`src/rtl/alu_sequencer.sv`:
```
// alu_sequencer: fetch/decode/execute control unit that drives an external combinational ALU.
// Latency: data ops take FETCH+DECODE+EXECUTE (3 cycles min); JMP/RTN/NOP take FETCH+DECODE (2 cycles).
// Backpressure: FETCH holds instr_req until instr_ack; data memory is fixed one-cycle read latency.
module alu_sequencer #(
  parameter int SIZE   = 8,
  parameter int ADDR_W = 8
) (
  input  logic              clk,
  input  logic              rst,
  input  logic              start,
  output logic              instr_req,
  output logic [ADDR_W-1:0] instr_addr,
  input  logic              instr_ack,
  input  logic [ADDR_W+3:0] instr_rdata,
  output logic              dmem_rd_en,
  output logic              dmem_wr_en,
  output logic [ADDR_W-1:0] dmem_addr,
  output logic [SIZE-1:0]   dmem_wdata,
  input  logic [SIZE-1:0]   dmem_rdata,
  output logic              alu_ce,
  output logic [3:0]        alu_op_code,
  output logic [SIZE-1:0]   alu_left,
  output logic [SIZE-1:0]   alu_right,
  output logic              alu_carry_in,
  input  logic [SIZE-1:0]   alu_op_out,
  input  logic              alu_carry_out,
  output logic [SIZE-1:0]   acc,
  output logic              carry_flag,
  output logic              zero_flag,
  output logic [ADDR_W-1:0] pc,
  output logic              busy,
  output logic              halted
);

  localparam logic [2:0] S_IDLE   = 3'd0;
  localparam logic [2:0] S_FETCH  = 3'd1;
  localparam logic [2:0] S_DECODE = 3'd2;
  localparam logic [2:0] S_EXEC   = 3'd3;
  localparam logic [2:0] S_HALT   = 3'd4;

  localparam logic [3:0] OP_ADD       = 4'h0;
  localparam logic [3:0] OP_SUB       = 4'h1;
  localparam logic [3:0] OP_ST        = 4'h7;
  localparam logic [3:0] OP_LAST_DATA = 4'hB;
  localparam logic [3:0] OP_HLT       = 4'hC;
  localparam logic [3:0] OP_JMP       = 4'hD;
  localparam logic [3:0] OP_RTN       = 4'hE;
  localparam logic [3:0] OP_NOP       = 4'hF;

  localparam logic [ADDR_W-1:0] PC_ONE = {{(ADDR_W-1){1'b0}}, 1'b1};

  logic [2:0]        r_state;
  logic [3:0]        r_ir_op;
  logic [ADDR_W-1:0] r_ir_field;
  logic [ADDR_W-1:0] r_pc;
  logic [ADDR_W-1:0] r_ret;
  logic [SIZE-1:0]   r_acc;
  logic              r_carry;
  logic              r_zero;

  logic              w_fetch;
  logic              w_decode;
  logic              w_exec;
  logic              w_is_data;
  logic [ADDR_W-1:0] w_pc_inc;

  assign w_fetch   = (r_state == S_FETCH);
  assign w_decode  = (r_state == S_DECODE);
  assign w_exec    = (r_state == S_EXEC);
  assign w_is_data = (r_ir_op <= OP_LAST_DATA);
  assign w_pc_inc  = r_pc + PC_ONE;   // wraps modulo 2^ADDR_W

  // Sequencing: state, program counter and the single-level return register
  always_ff @(posedge clk or posedge rst) begin
    if (rst) begin
      r_state <= S_IDLE;
      r_pc    <= '0;
      r_ret   <= '0;
    end else begin
      case (r_state)
        S_IDLE, S_HALT: begin
          if (start) begin
            r_state <= S_FETCH;
            r_pc    <= '0;
          end
        end
        S_FETCH: begin
          if (instr_ack) r_state <= S_DECODE;
        end
        S_DECODE: begin
          case (r_ir_op)
            OP_HLT: r_state <= S_HALT;
            OP_JMP: begin
              r_ret   <= w_pc_inc;
              r_pc    <= r_ir_field;
              r_state <= S_FETCH;
            end
            OP_RTN: begin
              r_pc    <= r_ret;
              r_state <= S_FETCH;
            end
            OP_NOP: begin
              r_pc    <= w_pc_inc;
              r_state <= S_FETCH;
            end
            default: r_state <= S_EXEC;
          endcase
        end
        S_EXEC: begin
          r_pc    <= w_pc_inc;
          r_state <= S_FETCH;
        end
        default: r_state <= S_IDLE;
      endcase
    end
  end

  // Instruction register: captured only on the acknowledged fetch cycle
  always_ff @(posedge clk or posedge rst) begin
    if (rst) begin
      r_ir_op    <= '0;
      r_ir_field <= '0;
    end else if (w_fetch && instr_ack) begin
      r_ir_op    <= instr_rdata[ADDR_W+3:ADDR_W];
      r_ir_field <= instr_rdata[ADDR_W-1:0];
    end
  end

  // Accumulator and flags: written in EXECUTE by every data op except ST; only ADD/SUB touch carry
  always_ff @(posedge clk or posedge rst) begin
    if (rst) begin
      r_acc   <= '0;
      r_carry <= 1'b0;
      r_zero  <= 1'b0;
    end else if (w_exec && (r_ir_op != OP_ST)) begin
      r_acc  <= alu_op_out;
      r_zero <= (alu_op_out == '0);
      if ((r_ir_op == OP_ADD) || (r_ir_op == OP_SUB)) r_carry <= alu_carry_out;
    end
  end

  // Strobes are decoded from state so they fall the instant rst clears the state register
  assign instr_req    = w_fetch;
  assign instr_addr   = r_pc;
  assign dmem_rd_en   = w_decode && w_is_data;
  assign dmem_wr_en   = w_exec && (r_ir_op == OP_ST);
  assign dmem_addr    = r_ir_field;
  assign dmem_wdata   = r_acc;
  assign alu_ce       = w_exec;
  assign alu_op_code  = r_ir_op;
  assign alu_left     = r_acc;
  assign alu_right    = dmem_rdata;
  assign alu_carry_in = r_carry;

  assign acc        = r_acc;
  assign carry_flag = r_carry;
  assign zero_flag  = r_zero;
  assign pc         = r_pc;
  assign busy       = w_fetch || w_decode || w_exec;
  assign halted     = (r_state == S_HALT);

endmodule
```
`config.mk`:
```
export PLATFORM = sky130hd
export DESIGN_NAME = alu_sequencer
export DESIGN_NICKNAME = d
export VERILOG_FILES = /design/src/rtl/alu_sequencer.sv
export SDC_FILE = /design/constraint.sdc
export NUM_CORES = 1
export LEC_CHECK = 0
export ABC_CLOCK_PERIOD_IN_PS = 2100
export CORE_MARGIN = 5
export CORE_UTILIZATION = 42
export CTS_BUF_LIST = sky130_fd_sc_hd__clkbuf_16
export DETAILED_ROUTE_END_ITERATION = 8
export GPL_TIMING_DRIVEN = 0
export PLACE_DENSITY = 0.92
export RECOVER_POWER = 100
export SLEW_MARGIN = 20
export SYNTH_ARGS = -nofsm -noshare
export SYNTH_HDL_FRONTEND = slang
export SYNTH_SLANG_ARGS = --single-unit
```
`constraint.sdc`:
```
create_clock -name clk -period 2.1 [get_ports clk]
set_clock_uncertainty 0.15 [all_clocks]
set_input_delay 0.63 -clock clk [delete_from_list [all_inputs] [get_ports clk]]
set_output_delay 0.63 -clock clk [all_outputs]
set_load 0.005 [all_outputs]
```
==> implementation parameters <==
Parameter                              Value

Status
  Run status    finished, violations left
  Violations in the final reports    negative setup slack

Setup path
  Buffers and inverters on the worst path    2
  End point of the critical path    dmem_wr_en
  Cell-by-cell trace of the critical path    nand4b_1 > buf_4 > nor2_2 > clkbuf_2
  Register-to-register path setup slack    20 ps
  Critical-path cell with the highest stage delay    sky130_fd_sc_hd__dfrtp_2
  RR Endpoint    acc[3]$_DFFE_PP0P_
  Maximum fanout along the worst path    9
  CP Data Arrival Time    1340 ps
  CP endpoint kind    output pin
  Critical path required time    1320 ps
  Worst Reg-to-Reg Cells    9
  Start-to-end type of the worst setup path    flop to output pin
  Delay of the slowest cell on the worst path    460 ps
  Gate family responsible for the most delay along the worst path    flip-flops
  Crit path from    alu_op_code[2]$_DFFE_PP0P_
  Element type at the critical path start    flop
  RR Startpoint    alu_op_code[2]$_DFFE_PP0P_
  Cell depth of the worst setup path    4

Place
  Number of buffers inserted by port buffering    93
  DP Cell Count    374
  Placed wire-length estimate after detailed placement    4670 um
  DP Worst Slack    -397 ps
  Weighted congestion at the end of routability-driven global placement    0.852

Global routing
  GR Overflow Total    0
  Gr usage total    19.4%
  Wire length of the first global-routing pass    11300 um
  Largest net degree at the start of global routing    28
  Number of antenna violations at the first check in global routing    0
  Number of global-route vias before repair    2316

Layout
  Proportion of layout cells with a drive suffix above 1    41.9%
  Highest-count cells in the layout ignoring fill and taps    75 x sky130_fd_sc_hd__clkdlybuf4s50_1, 71 x sky130_fd_sc_hd__buf_4, 34 x sky130_fd_sc_hd__dfrtp_1
  Share of the core filled with cells    75.6%
  Area of the multi-input gates    1010 um2
  Inserted Diodes    0
  Number of fill cells    313
  Growth of design area from synthesis to finish    72.1%
  Nets    387
  Area used by sequential logic in the layout    1030 um2
  Non-filler cells, final    423
  Most frequent standard cell in the layout excluding fill and tap cells    sky130_fd_sc_hd__clkdlybuf4s50_1

Drt
  Remaining antenna violation count    0
  Routed WL per cell    18.1 um
  Initial DRT Pass Iterations    4
  Vias after detailed routing    2259
  Detailed-route vias per instance    5.34
  Final wirelength    7650 um
  Post-route DRC violation count    0
  Number of DRC markers after the initial detailed-route iteration    171

Power and ir drop
  Design Power    0.00572 W
  Worst vdd rail ir drop    0.845 mV
  Power density normalized to cell area    1450 nW/um2
  Static Leakage    1.85 nW

Floorplan
  DIE WIDTH    83.8 um
  Number of ports placed on the die boundary    102
  Placeable core region    5200 um2
  Starting density of the core    43.9%
  Die ar.    7020 um2
  Chip Height    83.8 um
  Number of placement rows    26

Synthesis
  Count of cell types in the netlist    46
  Xor and xnor area share after synthesis    2.30%
  Multiplexer share of the synthesized area    12.3%
  Sequential area share after synthesis    44.9%
  Post-synthesis register bit count    41
  Main combinational cell family by area after synthesis    buffers and inverters
  Area share of fa/ha/maj cells after synthesis    0.547%
  Basic-gate share of the synthesized area counting and, or, nand and nor cells    13.2%
  Share of the synthesized area in the top cell type    44.9%
  Synthesized area divided by synthesized cell count    10.9 um2
  Most area-hungry cell type in the Yosys netlist    sky130_fd_sc_hd__dfrtp_1
  Count of synthesis-stage warnings from yosys    0
  Cell count after synthesis    210
  Post-Syn Nets    244
  Primary FF master, synth    sky130_fd_sc_hd__dfrtp_1
  Fraction of registers with async set or reset after synthesis    100%
  Cell Area, Synth    2290 um2
  Compound-Gate Fraction of Synth Area    12.5%
  Number of flops mapped to enable cells by yosys    0
  Ranking of synthesized cells by area    sky130_fd_sc_hd__dfrtp_1 45%, sky130_fd_sc_hd__buf_4 11%, sky130_fd_sc_hd__mux2_2 10%

Timing
  Highest clock frequency the design can meet    0.472 GHz
  Worst setup margin    -19.2 ps
  Final critical delay including setup and external delays    2120 ps
  Worst slew margin    58.9%
  Transition at the pin with the smallest max-transition slack    616 ps
  Pins over their slew limit    0
  Finish-stage setup viols    2
  Portion of the clock cycle consumed by the worst path in the final layout    101%
  Final Hold Violating Endpoints    0
  Worst hold slack    338 ps
  Setup repair after global routing missed its margin    true

Clock network
  CTS H-tree lvls    2
  Register clock-pin slew on the reported worst setup and hold paths    60 ps
  Clock net sink count    41
  Worst-Skew Late Latency    280 ps
  TritonCTS clock tree    yes
  Clock tree root driver cell    sky130_fd_sc_hd__clkbuf_16
  Clock buffer count from CTS    5
  Max Buffers Root-to-Sink    2

Min path
  Hold path startpoint    zero_flag$_DFFE_PP0P_
  Path type of the worst min-delay path    flop to flop

Run
  Max-Cap Viols    0
-- state kept, by name, summed over array words and instances (netlist names) --
signal and cells:
instr_addr 8, dmem_addr 8, alu_op_code 4, alu_carry_in 1
r_ret 8, acc 8, zero_flag 1, r_state 3
-- tightest hold or removal path, delay by kind of cell (launching register included) --
kind	cells	cell delay, ps
simple gates	1	50
flops	1	350
compound gates	1	60
-- cells by family (layout without fill, tap and decap cells) --
family / after synthesis / after routing
fa+ha+maj: 1 / 1
mux: 24 / 24
buf+inv: 47 / 190
compound gates: 37 / 37
simple gates: 54 / 54
flops: 41 / 41
xor+xnor: 6 / 6
-- power breakdown --
part           total, W  switching (W)  internal [W]
logic           0.00342        0.00121       0.00221
registers       0.00145       0.000332       0.00111
clock network  0.000852       0.000300      0.000551
total           0.00572        0.00184       0.00388
-- routing by layer --
metal  wire, um  GRT usage [%]  vias to the layer above  share of wire [%]
met3        557           5.23                       22                7.3
met5          0              0                        -                  0
li1           -              -                     1000                  -
met2       3960           34.8                      138                 52
met1       2960           21.2                     1099                 39
met4        170           8.63                        0                2.2
-- final cells by class --
class                      instances  share of cell area (%)
timing repair buffer             137                    32.3
buffer                            42                    8.90
clock buffer                       5                    3.18
sequential                        41                    26.3
clock inverter                     2                   0.890
tap                               70                    2.23
multi-input combinational        122                    25.8
inverter                           4                   0.382
-- worst min path at each step --
stage	end	slack, ps	cells after the start
final	zero_flag$_DFFE_PP0P_	340	2
after global routing	zero_flag$_DFFE_PP0P_	370	2
after CTS	r_ret[0]$_DFFE_PP0P_	330	2
after detailed placement	r_ret[0]$_DFFE_PP0P_	320	2
after global placement	r_ret[4]$_DFFE_PP0P_	310	2
after floorplan	r_ret[2]$_DFFE_PP0P_	300	2
-- through the flow --
step / TNS (ps) / instance area [um2]
floorplan: 0 / 2290
finish: -23.1 / 3940
CTS: -930 / 3730
detailed placement: -3750 / 3320
global route: -449 / 3940
global placement: -22560 / 3300
-- synth_stat cells (2+ instances only) --
master / n
sky130_fd_sc_hd__buf_6: 2
sky130_fd_sc_hd__mux2_2: 21
sky130_fd_sc_hd__clkbuf_1: 2
sky130_fd_sc_hd__dfrtp_1: 41
sky130_fd_sc_hd__a21oi_1: 3
sky130_fd_sc_hd__xnor2_1: 5
sky130_fd_sc_hd__o211ai_1: 2
sky130_fd_sc_hd__o21ai_0: 6
sky130_fd_sc_hd__buf_2: 5
sky130_fd_sc_hd__nor3b_1: 2
sky130_fd_sc_hd__nand2_1: 14
sky130_fd_sc_hd__nand3_1: 3
sky130_fd_sc_hd__mux2_4: 3
sky130_fd_sc_hd__a22oi_1: 7
sky130_fd_sc_hd__nand2b_1: 5
sky130_fd_sc_hd__nor4_1: 4
sky130_fd_sc_hd__o32a_1: 2
sky130_fd_sc_hd__a221o_1: 2
sky130_fd_sc_hd__o21ai_2: 5
sky130_fd_sc_hd__and2_1: 2
sky130_fd_sc_hd__nor3_1: 2
sky130_fd_sc_hd__inv_1: 4
sky130_fd_sc_hd__nor2_1: 9
sky130_fd_sc_hd__a32oi_1: 2
sky130_fd_sc_hd__buf_4: 34
sky130_fd_sc_hd__nand3b_1: 3
-- timing repair --
| item | in CTS | in global routing |
|---|---|---|
| buffers inserted | 26 | 23 |
| gates resized for setup | 35 | 41 |
| pin swaps | 2 | 3 |
| endpoints found under the setup margin | 17 | 42 |
| cloned | 0 | 0 |
| hold buffers | 0 | 0 |
Note: power is estimated with default switching activity, not from simulation.
